$ cat config.mk
export PLATFORM = sky130hd
export DESIGN_NAME = spi_xfer_ctrl
export DESIGN_NICKNAME = d
export VERILOG_FILES = /design/src/rtl/spi_defines.sv /design/src/rtl/spi_shift_reg.sv /design/src/rtl/spi_xfer_ctrl.sv
export SDC_FILE = /design/constraint.sdc
export NUM_CORES = 1
export LEC_CHECK = 0
export BUFFER_PORTS_ARGS = -buffer_cell sky130_fd_sc_hd__buf_2
export CAP_MARGIN = 40
export CORE_ASPECT_RATIO = 0.6
export CORE_MARGIN = 3
export CORE_UTILIZATION = 55
export CTS_CLUSTER_SIZE = 16
export DETAILED_ROUTE_END_ITERATION = 10
export GPL_TIMING_DRIVEN = 0
export PLACE_DENSITY = 0.74
export SYNTH_ARGS = -nofsm -noshare
export SYNTH_HDL_FRONTEND = slang
export SYNTH_SLANG_ARGS = --single-unit
export TNS_END_PERCENT = 30
$ cat constraint.sdc
create_clock -name i_clk -period 7.55 [get_ports i_clk]
set_input_delay 1.51 -clock i_clk [delete_from_list [all_inputs] [get_ports i_clk]]
set_output_delay 1.51 -clock i_clk [all_outputs]
set_load 0.01 [all_outputs]
$ cat src/rtl/spi_defines.sv
// Constants shared between the SPI clock generator and the transfer sequencer,
// plus the sequencer state encoding.
package spi_defines;

  localparam int SPI_DIVIDER_LEN = 16;
  localparam int SPI_CHAR_LEN    = 32;

  typedef enum logic [1:0] {
    ST_IDLE  = 2'd0,
    ST_SHIFT = 2'd1,
    ST_DONE  = 2'd2
  } xfer_state_t;

endpackage

$ cat src/rtl/spi_shift_reg.sv
// TX/RX shift registers for one SPI character: direction mux, MOSI bit select
// and right-justification of the received word to the active length.
module spi_shift_reg
  import spi_defines::*;
#(
  parameter int DATA_W = SPI_CHAR_LEN,
  parameter int CNT_W  = 6
) (
  input  logic              i_clk,
  input  logic              i_rst,
  input  logic              i_load,
  input  logic              i_lsb,
  input  logic [DATA_W-1:0] i_tx_data,
  input  logic [CNT_W-1:0]  i_len_eff,
  input  logic              i_rx_shift,
  input  logic              i_tx_shift,
  input  logic              i_miso,
  input  logic              i_capture,
  output logic              o_mosi,
  output logic [DATA_W-1:0] o_rx_data
);

  logic              lsb_q, lsb_d, mosi_d;
  logic [DATA_W-1:0] tx_q, tx_d, rx_q, rx_d;
  logic [DATA_W-1:0] top_bit, len_mask;
  logic [CNT_W-1:0]  top_idx;

  // Bit masks instead of variable part-selects keep index widths exact.
  assign top_idx  = i_len_eff - CNT_W'(1);
  assign top_bit  = DATA_W'(1) << top_idx;
  assign len_mask = ~({DATA_W{1'b1}} << i_len_eff);

  always_comb begin
    lsb_d = lsb_q;
    tx_d  = tx_q;
    rx_d  = rx_q;
    if (i_load) begin
      lsb_d = i_lsb;
      tx_d  = i_tx_data;
      rx_d  = '0;
    end else begin
      // LSB-first fills downward from the top active bit; bits above it stay 0.
      if (i_rx_shift)
        rx_d = lsb_q ? ((rx_q >> 1) | (DATA_W'(i_miso) << top_idx))
                     : {rx_q[DATA_W-2:0], i_miso};
      if (i_tx_shift)
        tx_d = lsb_q ? (tx_q >> 1) : (tx_q << 1);
    end
    mosi_d = lsb_d ? tx_d[0] : |(tx_d & top_bit);
  end

  always_ff @(posedge i_clk or posedge i_rst) begin
    if (i_rst) begin
      lsb_q     <= 1'b0;
      tx_q      <= '0;
      rx_q      <= '0;
      o_mosi    <= 1'b0;
      o_rx_data <= '0;
    end else begin
      lsb_q  <= lsb_d;
      tx_q   <= tx_d;
      rx_q   <= rx_d;
      o_mosi <= mosi_d;
      if (i_capture)
        o_rx_data <= rx_d & len_mask;
    end
  end

endmodule

$ cat src/rtl/spi_xfer_ctrl.sv
// SPI transfer sequencer between the register interface and spi_clk_gen.
//   state    | meaning
//   ST_IDLE  | waiting for i_go, clock generator disabled
//   ST_SHIFT | clocking bits, counting rx samples up to len_eff
//   ST_DONE  | single cycle with o_done high, then back to idle
module spi_xfer_ctrl
  import spi_defines::*;
#(
  parameter int DATA_W = SPI_CHAR_LEN,
  parameter int CNT_W  = 6
) (
  input  logic              i_clk,
  input  logic              i_rst,
  input  logic              i_go,
  input  logic              i_abort,
  input  logic [CNT_W-1:0]  i_len,
  input  logic [DATA_W-1:0] i_tx_data,
  input  logic              i_lsb,
  input  logic              i_tx_negedge,
  input  logic              i_rx_negedge,
  input  logic              i_ie,
  input  logic              i_irq_clr,
  input  logic              i_pos_edge,
  input  logic              i_neg_edge,
  input  logic              i_miso,
  output logic              o_enable,
  output logic              o_tx_start,
  output logic              o_last_clk,
  output logic              o_mosi,
  output logic              o_busy,
  output logic              o_done,
  output logic              o_irq,
  output logic [DATA_W-1:0] o_rx_data
);

  localparam logic [CNT_W-1:0] LEN_MAX = CNT_W'(DATA_W);

  xfer_state_t      state_q;
  logic [CNT_W-1:0] cnt_q, len_q, len_new, len_cur, cnt_inc;
  logic             tx_neg_q, rx_neg_q;
  logic             tx_edge, rx_edge, load, in_shift, rx_shift, tx_shift, finish;

  assign len_new  = (i_len == '0 || i_len > LEN_MAX) ? LEN_MAX : i_len;
  assign load     = (state_q == ST_IDLE) && i_go && !i_abort;
  assign len_cur  = load ? len_new : len_q;

  assign tx_edge  = tx_neg_q ? i_neg_edge : i_pos_edge;
  assign rx_edge  = rx_neg_q ? i_neg_edge : i_pos_edge;
  assign in_shift = (state_q == ST_SHIFT) && !i_abort;
  assign rx_shift = in_shift && rx_edge;
  assign cnt_inc  = cnt_q + CNT_W'(rx_shift);
  // A tx edge ahead of the first sample would drop bit 0, so it is ignored.
  assign tx_shift = in_shift && tx_edge && (cnt_inc != '0);
  assign finish   = rx_shift && (cnt_inc == len_q);

  assign o_last_clk = (state_q == ST_SHIFT) && (cnt_q == len_q - CNT_W'(1));

  spi_shift_reg #(.DATA_W(DATA_W), .CNT_W(CNT_W)) u_shift (
    .i_clk      (i_clk),
    .i_rst      (i_rst),
    .i_load     (load),
    .i_lsb      (i_lsb),
    .i_tx_data  (i_tx_data),
    .i_len_eff  (len_cur),
    .i_rx_shift (rx_shift),
    .i_tx_shift (tx_shift),
    .i_miso     (i_miso),
    .i_capture  (finish),
    .o_mosi     (o_mosi),
    .o_rx_data  (o_rx_data)
  );

  always_ff @(posedge i_clk or posedge i_rst) begin
    if (i_rst) begin
      state_q    <= ST_IDLE;
      cnt_q      <= '0;
      len_q      <= '0;
      tx_neg_q   <= 1'b0;
      rx_neg_q   <= 1'b0;
      o_enable   <= 1'b0;
      o_tx_start <= 1'b0;
      o_busy     <= 1'b0;
      o_done     <= 1'b0;
      o_irq      <= 1'b0;
    end else begin
      o_tx_start <= 1'b0;
      o_done     <= 1'b0;
      o_irq      <= (finish && i_ie) || (o_irq && !i_irq_clr);
      case (state_q)
        ST_IDLE: begin
          if (load) begin
            len_q      <= len_new;
            tx_neg_q   <= i_tx_negedge;
            rx_neg_q   <= i_rx_negedge;
            cnt_q      <= '0;
            o_tx_start <= 1'b1;
            o_enable   <= 1'b1;
            o_busy     <= 1'b1;
            state_q    <= ST_SHIFT;
          end
        end
        ST_SHIFT: begin
          if (i_abort) begin
            o_enable <= 1'b0;
            o_busy   <= 1'b0;
            state_q  <= ST_IDLE;
          end else begin
            cnt_q <= cnt_inc;
            if (finish) begin
              o_enable <= 1'b0;
              o_busy   <= 1'b0;
              o_done   <= 1'b1;
              state_q  <= ST_DONE;
            end
          end
        end
        ST_DONE:  state_q <= ST_IDLE;
        default:  state_q <= ST_IDLE;
      endcase
    end
  end

endmodule
==> results of run 1 <==
per-stage QoR:
step | worst slack [ns] | util (%)
final | 1.03 | 68.7
after global placement | 1.10 | 63.4
after detailed placement | 1.04 | 63.7
after global routing | 0.782 | 68.7
after CTS | 1.37 | 68.7
after floorplan | 2.56 | -
state kept, by name (all words and copies together), names as in the netlist, 2 cells and up:
name and cells:
cnt_q 6, len_q 6, state_q 2, u_shift.o_rx_data 32
u_shift.rx_q 32, u_shift.tx_q 32
layer usage:
metal  part of all wire [%]  wire, microns  vias to the layer above  GRT usage, %
met5                      0              0                        -         0.680
li1                       -              -                     3225             -
met2                     38          10200                      640          48.3
met1                     42          11300                     3570          52.9
met4                    1.7            467                        0          8.52
met3                     18           4900                       64          20.9
cells by family (layout without fill, tap and decap cells):
kind of cell	after synthesis	in the layout	share of synthesized area, %
muxes	36	36	5.66
adders and majority gates	11	11	1.90
buffers and inverters	87	209	5.30
and+or+nand+nor	294	294	18.0
AOI/OAI and AO/OA	265	265	26.0
xor gates and xnor gates	20	20	2.42
DFF	118	118	40.7
final cells by class:
type | instances | area, sq um | share of cell area [%]
sequential | 118 | 2950 | 34.5
timing repair buffer | 90 | 473 | 5.53
clock buffer | 18 | 439 | 5.14
tap | 165 | 206 | 2.41
buffer | 59 | 267 | 3.12
clock inverter | 14 | 175 | 2.05
inverter | 28 | 123 | 1.43
multi-input combinational | 626 | 3920 | 45.8
power groups by stage:
stage                     Combinational [mW]  Sequential [mW]  Clock (mW)
after floorplan                        0.584            0.831           0
after global placement                 0.848            0.847           0
after detailed placement               0.866            0.849           0
after CTS                              0.877            0.842       0.850
after global routing                   0.972            0.859       0.883
final                                  0.921            0.850       0.851
cells in the mapped netlist (3+ instances only):
cell type,instances
o21ai_0,59
o311a_1,11
mux2i_1,25
o21ai_1,11
inv_2,3
inv_1,23
clkbuf_1,38
or2_2,4
o221ai_1,17
a211oi_1,4
nand3_1,16
a32oi_1,4
nand2b_1,5
o211ai_1,9
and2_1,4
a21oi_1,49
nand2_1,132
a21boi_0,12
dfrtp_1,118
nor3_1,19
o21a_1,4
a31oi_1,10
nand4_1,3
o31ai_1,4
or3_1,4
ha_1,11
a311oi_1,12
mux2_2,7
o311ai_1,4
buf_2,15
xor2_1,5
a21o_1,3
o311ai_0,4
xnor2_1,15
nor2b_1,7
nor3_2,6
buf_4,3
a22o_1,21
a22oi_1,6
nor2_1,82
worst min-delay path: cells and delay by family, from the launching register on:
kind / cells / cell delay, ns
DFF: 1 / 0.34
AOI/OAI and AO/OA: 1 / 0.06
and+or+nand+nor: 1 / 0.05
worst min path at each step:
stage                                from                     to
floorplan                        rx_neg_q               rx_neg_q
global placement    u_shift.o_rx_data[31]  u_shift.o_rx_data[31]
detailed placement  u_shift.o_rx_data[17]  u_shift.o_rx_data[17]
CTS                  u_shift.o_rx_data[0]   u_shift.o_rx_data[0]
global route         u_shift.o_rx_data[0]   u_shift.o_rx_data[0]
finish               u_shift.o_rx_data[0]   u_shift.o_rx_data[0]
cell usage in the layout (no fill, tap or decap), drive strengths merged, types with 5 or more instances in the layout:
master | netlist | layout
a211oi | 5 | 5
o211ai | 9 | 9
and2 | 5 | 5
inv | 27 | 30
nor2 | 83 | 83
xor2 | 5 | 5
o21ai | 70 | 70
ha | 11 | 11
nor3 | 25 | 25
o221ai | 17 | 17
o31ai | 5 | 5
dfrtp | 118 | 118
a311oi | 13 | 13
o311ai | 10 | 10
clkinvlp | 0 | 6
mux2i | 28 | 28
nor2b | 7 | 7
nand2b | 5 | 5
nand3 | 16 | 16
a22oi | 8 | 8
a21oi | 49 | 49
xnor2 | 15 | 15
a22o | 21 | 21
nand2 | 133 | 133
buf | 21 | 111
a21boi | 12 | 12
o311a | 11 | 11
clkbuf | 38 | 56
mux2 | 7 | 7
a31oi | 10 | 10
==> impl_metrics.toml, run 1 <==
[outcome]
status = "completed"

[clock_tree]
clock_sink_count = 118
clock_path_buffers = 2
cts.repair.resized = 0
cts_tree = "done"
path_clk_slew_ns = 0.06
cts_root_buf = "clkbuf_16"
htreeDepth = 4
insertion_delay_ns = 0.42
postCtsSetupRepairBufs = 0
numCtsBuffers = 17
postCtsHoldBufs = 0

[sta]
period_minus_slack_ns = 6.52
setup_tns_ns = 0
tightest_slew_ns = 0.911
slew_viol_final = 0
fin_skew_ns = 0.00992
timing.hold.ws_ns = 0.492
hold_viol = 0
maxSlewHeadroom_pct = 39.0
finalSetupViolations = 0
period_share_pct = 86.3
rsz0062_at_grt = "false"
fmax_mhz = 153

[setup_path]
required_ns = 7.84
rrSetupSlack_ns = 1.83
max_stage_delay_ns = 0.86
regToRegStartpoint = "state_q[1]"
cp_cell_sequence = "buf_2, nor3b_2, nand2_1, inv_1, clkbuf_1, ha_1, ha_1, clkbuf_1, a31oi_1, o31ai_2, a221oi_1, and3_1, o21ai_0, o2111ai_1, o21ai_1, nand3_1"
crit_type = "input port to flip-flop"
cp.depth = 16
crit_buf_inv = 4
r2r-end = "u_shift.o_mosi"
crit_fanout = 10
crit_start = "i_abort"
cp-end-kind = "flip-flop"
r2r_cells = 15
cpLargestDelayFamily = "compound AO/OA/AOI/OAI gates"
crit_arrival_ns = 6.81
crit_end = "u_shift.o_mosi"
worstSetupStartpointType = "input port"
crit_slowest_cell = "o31ai_2"

[job]
max-cap-violations = 0

[grt]
overflow = 0
grt_max_degree = 64
grt_pass1_wl_microns = 41000
first_global_vias = 7257
grt_use_total_pct = 37.1
antenna_found_initial = 0

[drt]
drcViolationCount = 0
ant_nets = 0
avgRoutedWirePerCell_microns = 24.0
drt_iter0_drc = 923
vias = 7499
vias_per_cell = 6.71
wirelength_microns = 26900
drt-pass1-iter-count = 6

[logic_synthesis]
avgSynthCellArea_sq_um = 8.73
ys_seq_area_share_pct = 40.7
syn_inst = 831
synth_area_leaders = "dfrtp_1, nand2_1, nor2_1, o21ai_0, mux2i_1"
synth_top_area_share_pct = 40.7
async_flop_share_pct = 100
yosysTopAreaCell = "dfrtp_1"
synth_edf_count = 0
ys_warn_count = 0
synth_seq_cells = 118
syn-num-nets = 892
synth_area_sq_mm = 0.00725
synth_ff_type = "dfrtp_1"
synth.distinct_cells = 74

[placement]
dp_cells = 1086
place.gp.congestion = 1.02
placed_cell_area_sq_mm = 0.00794
dp_hpwl_microns = 19700
io_buffers = 88

[floorplanning]
die_h_microns = 94.9
row_count = 31
initial_core_util_pct = 58.2
core_area_sq_mm = 0.0125
die_w_microns = 154
ios = 89
design.die.area_sq_mm = 0.0146

[layout]
drive_gt1_share_pct = 19.2
syn_to_final_growth_pct = 17.9
stdcell_area_sq_mm = 0.00855
nFillCells = 997
layout.cells.non_filler = 1118
num_antenna_cells = 0
fin_nets = 1001

[pwr]
p_leak_nw = 3.90
power_frac_comb_pct = 35.1
swShare_pct = 39.2
max-vdd-ir-drop_mv = 0.143
power_frac_clock_pct = 32.4
p_int_mw = 1.59
switching_power_mw = 1.03
p_total_mw = 2.62
cellPowerDensity_mw_per_mm2 = 307
pwr-share-seq_pct = 32.4

[worst_hold_path]
worstHoldPathCells = 2
hold_class = "flip-flop to flip-flop"
Note: power is estimated with default switching activity, not from simulation.
==> run 2, diff against run 1 <==
--- a/config.mk
+++ b/config.mk
@@ -5,6 +5,7 @@
 export SDC_FILE = /design/constraint.sdc
 export NUM_CORES = 1
 export LEC_CHECK = 0
+export ABC_AREA = 1
 export BUFFER_PORTS_ARGS = -buffer_cell sky130_fd_sc_hd__buf_2
 export CAP_MARGIN = 40
 export CORE_ASPECT_RATIO = 0.6
==> run 2 against run 1 <==
Against the previous run:
- register-to-register slack better by 0.74 ns
- final cell count up 37%
- first-iteration DRC count up 5.1%
- via count up 11%
- largest power group unchanged
==> impl_metrics.toml, run 2 <==
[logic_synthesis]
synth_edf_count = 0
synth_top_area_share_pct = 37.7
syn-num-nets = 1276
yosysTopAreaCell = "dfrtp_1"
syn_inst = 1215
ys_warn_count = 0
synthTopCellsByCount = "nand2_1, nor2_1, dfrtp_1, nand3_1, inv_1"
synth_area_leaders = "dfrtp_1, nand2_1, nor2_1, nand3_1, or2_2"
avgSynthCellArea_sq_um = 6.45
synth_area_sq_mm = 0.00783
synth.distinct_cells = 44
synth_seq_cells = 118
ys_seq_area_share_pct = 37.7
synthMostInstantiatedCell = "nand2_1"
synth_ff_type = "dfrtp_1"
async_flop_share_pct = 100

[sta]
tightest_slew_ns = 0.761
fmax_mhz = 177
layout_setup_ws_ns = 1.90
slew_viol_final = 0
period_share_pct = 74.9
timing.hold.ws_ns = 0.471
finalSetupViolations = 0
maxSlewHeadroom_pct = 49.3
hold_viol = 0
rsz0062_at_grt = "false"
setup_tns_ns = 0
fin_skew_ns = 0.0103
period_minus_slack_ns = 5.65

[drt]
drt_iter0_drc = 970
avgRoutedWirePerCell_microns = 17.0
wirelength_microns = 26100
ant_nets = 0
drt-pass1-iter-count = 5
drcViolationCount = 0
vias_per_cell = 5.47
vias = 8359

[setup_path]
worstSetupStartpointType = "input port"
required_ns = 7.90
crit_fanout = 10
crit_type = "input port to flip-flop"
rrSetupSlack_ns = 2.57
cp-end-kind = "flip-flop"
crit_top_cell = "nand3_1"
crit_slowest_cell = "buf_1"
cp_cell_sequence = "buf_2, nor2_1, nand3_1, inv_2, buf_1, ha_1, ha_1, nand3_1, xor2_1, inv_1, a21oi_1, and3_1, nand3_1, nor2_1, o21ai_0, o31ai_1, nand3_1, nand2_1"
max_stage_delay_ns = 0.56
crit_arrival_ns = 6.01

[layout]
mostFrequentLayoutCells = "nand2_1, nor2_1, nand3_1, dfrtp_1, buf_2"
fin_nets = 1384
drive_gt1_share_pct = 16.3
layout_commonest_cell = "nand2_1"
reg.largest.list = "u_shift.o_rx_data: 32 flops, u_shift.rx_q: 32 flops, u_shift.tx_q: 32 flops"
num_antenna_cells = 0
final_util_pct = 66.7
nFillCells = 1294
syn_to_final_growth_pct = 17.4
layout.cells.non_filler = 1528

[floorplanning]
die_w_microns = 160
design.die.area_sq_mm = 0.0158
core_area_sq_mm = 0.0138
row_count = 33
initial_core_util_pct = 56.8
die_h_microns = 98.4
ios = 89

[job]
max-cap-violations = 0

[clock_tree]
postCtsSetupRepairBufs = 0
cts.repair.resized = 0
postCtsHoldBufs = 0
htreeDepth = 4
path_clk_slew_ns = 0.06
insertion_delay_ns = 0.42
cts_tree = "done"
clock_sink_count = 118
cts_root_buf = "clkbuf_16"
clock_path_buffers = 2
numCtsBuffers = 17

[placement]
io_buffers = 88
place_ws_ns = 1.83
dp_hpwl_microns = 19900
place.gp.congestion = 0.994
dp_cells = 1496

[grt]
grt_max_degree = 70
first_global_vias = 7150
grt_pass1_wl_microns = 40400
grt_use_total_pct = 32.9
antenna_found_initial = 0
overflow = 0

[pwr]
p_leak_nw = 5.08
max-vdd-ir-drop_mv = 0.169
cellPowerDensity_mw_per_mm2 = 325

[outcome]
status = "completed"

[worst_hold_path]
hold_class = "flip-flop to flip-flop"
-- run 2: cell families (layout without fill, tap and decap cells) --
group           Yosys count  in the layout  share of synthesized area (%)
xor+xnor                 11             11                           1.33
flops                   118            118                           37.7
compound gates           85             85                           6.25
fa+ha+maj                11             11                           1.76
buf+inv                 148            269                           7.70
simple gates            842            842                           45.3
-- run 2: routing by layer --
| layer | global-route usage [%] | vias up | share of wire (%) |
|---|---|---|---|
| met5 | 1.21 | - | 0 |
| met4 | 5.00 | 0 | 0.76 |
| met3 | 12.4 | 26 | 14 |
| met2 | 41.5 | 486 | 37 |
| met1 | 53.1 | 3840 | 48 |
| li1 | - | 4007 | - |
-- run 2: power breakdown --
part	total (mW)	switching, mW	internal, mW	leakage, nW
clock	0.916	0.328	0.588	0.314
sequential	0.958	0.148	0.810	1.50
combinational	1.12	0.732	0.387	3.26
total	2.99	1.21	1.79	5.08
-- run 2: critical path: cells and delay by family --
family                   cells  cell delay (ns)
AO/OA/AOI/OAI                3             0.89
AND/OR/NAND/NOR              8             1.76
adder cells (fa/ha/maj)      2             0.55
XOR/XNOR                     1             0.19
buffers and inverters        4             1.10
-- run 2: cell type report --
| type | count | area [sq um] | area share, % |
|---|---|---|---|
| multi-input cells | 949 | 4280 | 46.5 |
| flip-flops and latches | 118 | 2950 | 32.1 |
| repair buffers | 89 | 468 | 5.09 |
| clock buffers | 17 | 425 | 4.62 |
| inverters | 90 | 344 | 3.74 |
| plain buffers | 58 | 264 | 2.87 |
| well taps | 192 | 240 | 2.61 |
| clock inverters | 15 | 228 | 2.48 |
-- run 2: final timing paths --
| path | start | end | cells past startpoint |
|---|---|---|---|
| setup / recovery | i_abort | u_shift.o_rx_data[20] | 18 |
| hold / removal | u_shift.o_rx_data[9] | u_shift.o_rx_data[9] | 2 |
| setup reg to reg | state_q[1] | u_shift.o_rx_data[20] | 19 |
| hold reg to reg | u_shift.o_rx_data[9] | u_shift.o_rx_data[9] | 2 |
| max in group asynchronous | i_rst | u_shift.rx_q[0] | 3 |
| min in group asynchronous | i_rst | u_shift.tx_q[0] | 2 |
-- run 2: per-stage QoR --
step | total power [mW] | cell area, sq um
after floorplan | 1.71 | 7830
after global placement | 2.02 | 8510
after detailed placement | 2.04 | 8550
after CTS | 2.96 | 9200
after global routing | 3.17 | 9200
final | 2.99 | 9200
==> run 3, diff against run 2 <==
--- a/config.mk
+++ b/config.mk
@@ -5,7 +5,7 @@
 export SDC_FILE = /design/constraint.sdc
 export NUM_CORES = 1
 export LEC_CHECK = 0
-export ABC_AREA = 1
+export ABC_AREA = 0
 export BUFFER_PORTS_ARGS = -buffer_cell sky130_fd_sc_hd__buf_2
 export CAP_MARGIN = 40
 export CORE_ASPECT_RATIO = 0.6
==> constraint.sdc (replaced) <==
create_clock -name i_clk -period 5.3 [get_ports i_clk]
set_input_delay 1.06 -clock i_clk [delete_from_list [all_inputs] [get_ports i_clk]]
set_output_delay 1.06 -clock i_clk [all_outputs]
set_load 0.01 [all_outputs]
==> run 3 against run 2 <==
Against the previous run:
- sequential share of layout area rose by 2.2 points
- critical path type unchanged
- clock skew barely moved
- routed wire length rose by 3.6%
- global-route usage rose by 4.2 points
- sequential power rose by 26%
- final cell count fell by 27%
- worst setup slack got worse by 1.6 ns
- design area fell by 6.3%
- critical endpoint is now u_shift.o_mosi
- non-clock buffer count rose by 6
==> impl_metrics.toml, run 3 (synthesis gave the netlist of run 1 again) <==
[outcome]
status = "completed"

[sta]
hold_viol = 0
period_share_pct = 94.9
layout_setup_ws_ns = 0.269
period_minus_slack_ns = 5.03
rsz0062_at_grt = "false"
fin_skew_ns = 0.0105
finalSetupViolations = 0
slew_viol_final = 0
timing.hold.ws_ns = 0.488
maxSlewHeadroom_pct = 45.5
setup_tns_ns = 0
fmax_mhz = 199
tightest_slew_ns = 0.811

[clock_tree]
clock_sink_count = 118
numCtsBuffers = 17
cts_root_buf = "clkbuf_16"
insertion_delay_ns = 0.42
path_clk_slew_ns = 0.06
cts_tree = "done"
htreeDepth = 4
clock_path_buffers = 2

[drt]
vias_per_cell = 6.68
drt_iter0_drc = 954
drcViolationCount = 0
drt-pass1-iter-count = 8
wirelength_microns = 27000
ant_nets = 0
avgRoutedWirePerCell_microns = 24.1
vias = 7497

[setup_path]
cpLargestDelayFamily = "compound AO/OA/AOI/OAI gates"
crit_type = "input port to flip-flop"
crit_arrival_ns = 5.39
required_ns = 5.65
crit_slowest_cell = "nor3_4"
r2r_cells = 16
cp.depth = 17
crit_fanout = 14
crit_buf_inv = 4
cp-end-kind = "flip-flop"
max_stage_delay_ns = 0.51
worstSetupStartpointType = "input port"
cp_cell_sequence = "buf_2, mux2_2, nand2_2, clkinvlp_4, ha_1, ha_1, clkbuf_1, nor3_1, a31oi_2, nor3_4, buf_2, o221ai_1, a21boi_0, o21ai_0, o2111a_1, a211o_1, nand3_1"

[pwr]
power_frac_clock_pct = 32.4
switching_power_mw = 1.47
cellPowerDensity_mw_per_mm2 = 434
p_total_mw = 3.74
p_leak_nw = 3.92
pwr-share-seq_pct = 32.4
p_int_mw = 2.28
power_frac_comb_pct = 35.2
max-vdd-ir-drop_mv = 0.204
swShare_pct = 39.2

[placement]
place.gp.congestion = 1.02
place_ws_ns = -0.757
io_buffers = 88
dp_cells = 1086
placed_cell_area_sq_mm = 0.00794
dp_hpwl_microns = 19700

[layout]
reg.largest.list = "u_shift.o_rx_data: 32 flops, u_shift.rx_q: 32 flops, u_shift.tx_q: 32 flops"
final_util_pct = 69.2
layout_commonest_cell = "nand2_1"
syn_to_final_growth_pct = 18.8
drive_gt1_share_pct = 20.0
layout.cells.non_filler = 1122
mostFrequentLayoutCells = "nand2_1, dfrtp_1, buf_2"
num_antenna_cells = 0
stdcell_area_sq_mm = 0.00862
nFillCells = 991
fin_nets = 1005

[floorplanning]
initial_core_util_pct = 58.2
ios = 89
core_area_sq_mm = 0.0125
design.die.area_sq_mm = 0.0146
row_count = 31
die_h_microns = 94.9
die_w_microns = 154

[grt]
overflow = 0
antenna_found_initial = 0
grt_pass1_wl_microns = 41000
grt_use_total_pct = 37.1
first_global_vias = 7263
grt_max_degree = 64

[worst_hold_path]
worstHoldPathCells = 2
hold_class = "flip-flop to flip-flop"

[job]
max-cap-violations = 0
run 3: changes by cell type in the layout (fill, tap and decap cells not counted), moves of 35 or more:
cell,delta
nor2_1,-141
nand2_1,-282
nand3_1,-102
inv_1,-63
or2_2,-57
a21oi_1,+35
run 3: cell type report:
| class | count | area (sq um) | area share, % |
|---|---|---|---|
| Sequential cell | 118 | 2950 | 34.3 |
| Buffer | 58 | 263 | 3.05 |
| Timing Repair Buffer | 95 | 510 | 5.92 |
| Multi-Input combinational cell | 626 | 3950 | 45.8 |
| Tap cell | 165 | 206 | 2.40 |
| Clock inverter | 14 | 175 | 2.03 |
| Inverter | 28 | 126 | 1.47 |
| Clock buffer | 18 | 439 | 5.10 |
run 3: what timing repair did:
action,4_1_cts,5_1_grt
setup buffers,0,4
endpoints found under the hold margin,0,0
pin swaps,0,1
endpoints found under the setup margin,2,4
gates resized for setup,4,2
hold buffers,0,0
run 3: routing by layer:
layer,track usage [%],vias to the layer above,wire (microns)
li1,-,3241,-
met1,53.2,3575,11400
met2,48.3,626,10400
met3,20.2,55,4760
met4,8.96,0,434
met5,0.680,-,0
run 3: path summary, 6_finish.rpt:
kind / start / end / slack, ns
max: i_pos_edge / u_shift.o_mosi / 0.27
min: u_shift.o_rx_data[20] / u_shift.o_rx_data[20] / 0.49
max reg2reg: rx_neg_q / u_shift.o_mosi / 0.57
min reg2reg: u_shift.o_rx_data[20] / u_shift.o_rx_data[20] / 0.49
max in group asynchronous: i_rst / u_shift.tx_q[3] / 3.91
min in group asynchronous: i_rst / u_shift.o_rx_data[25] / 0.68
run 3: worst register-to-register path, stage by stage (launching register included):
cell	delay, ns
dfrtp_1	0.36
mux2_2	0.39
nand2_2	0.24
clkinvlp_4	0.34
ha_1	0.33
ha_1	0.19
clkbuf_1	0.22
nor3_1	0.35
a31oi_2	0.20
nor3_4	0.51
buf_2	0.35
o221ai_1	0.19
a21boi_0	0.29
o21ai_0	0.13
o2111a_1	0.17
a211o_1	0.31
nand3_1	0.10
run 3: power groups by stage:
stage               combinational, mW  sequential [mW]  clock, mW
floorplan                       0.832             1.18          0
global placement                 1.21             1.21          0
detailed placement               1.23             1.21          0
CTS                              1.25             1.20       1.21
global route                     1.39             1.22       1.26
finish                           1.32             1.21       1.21
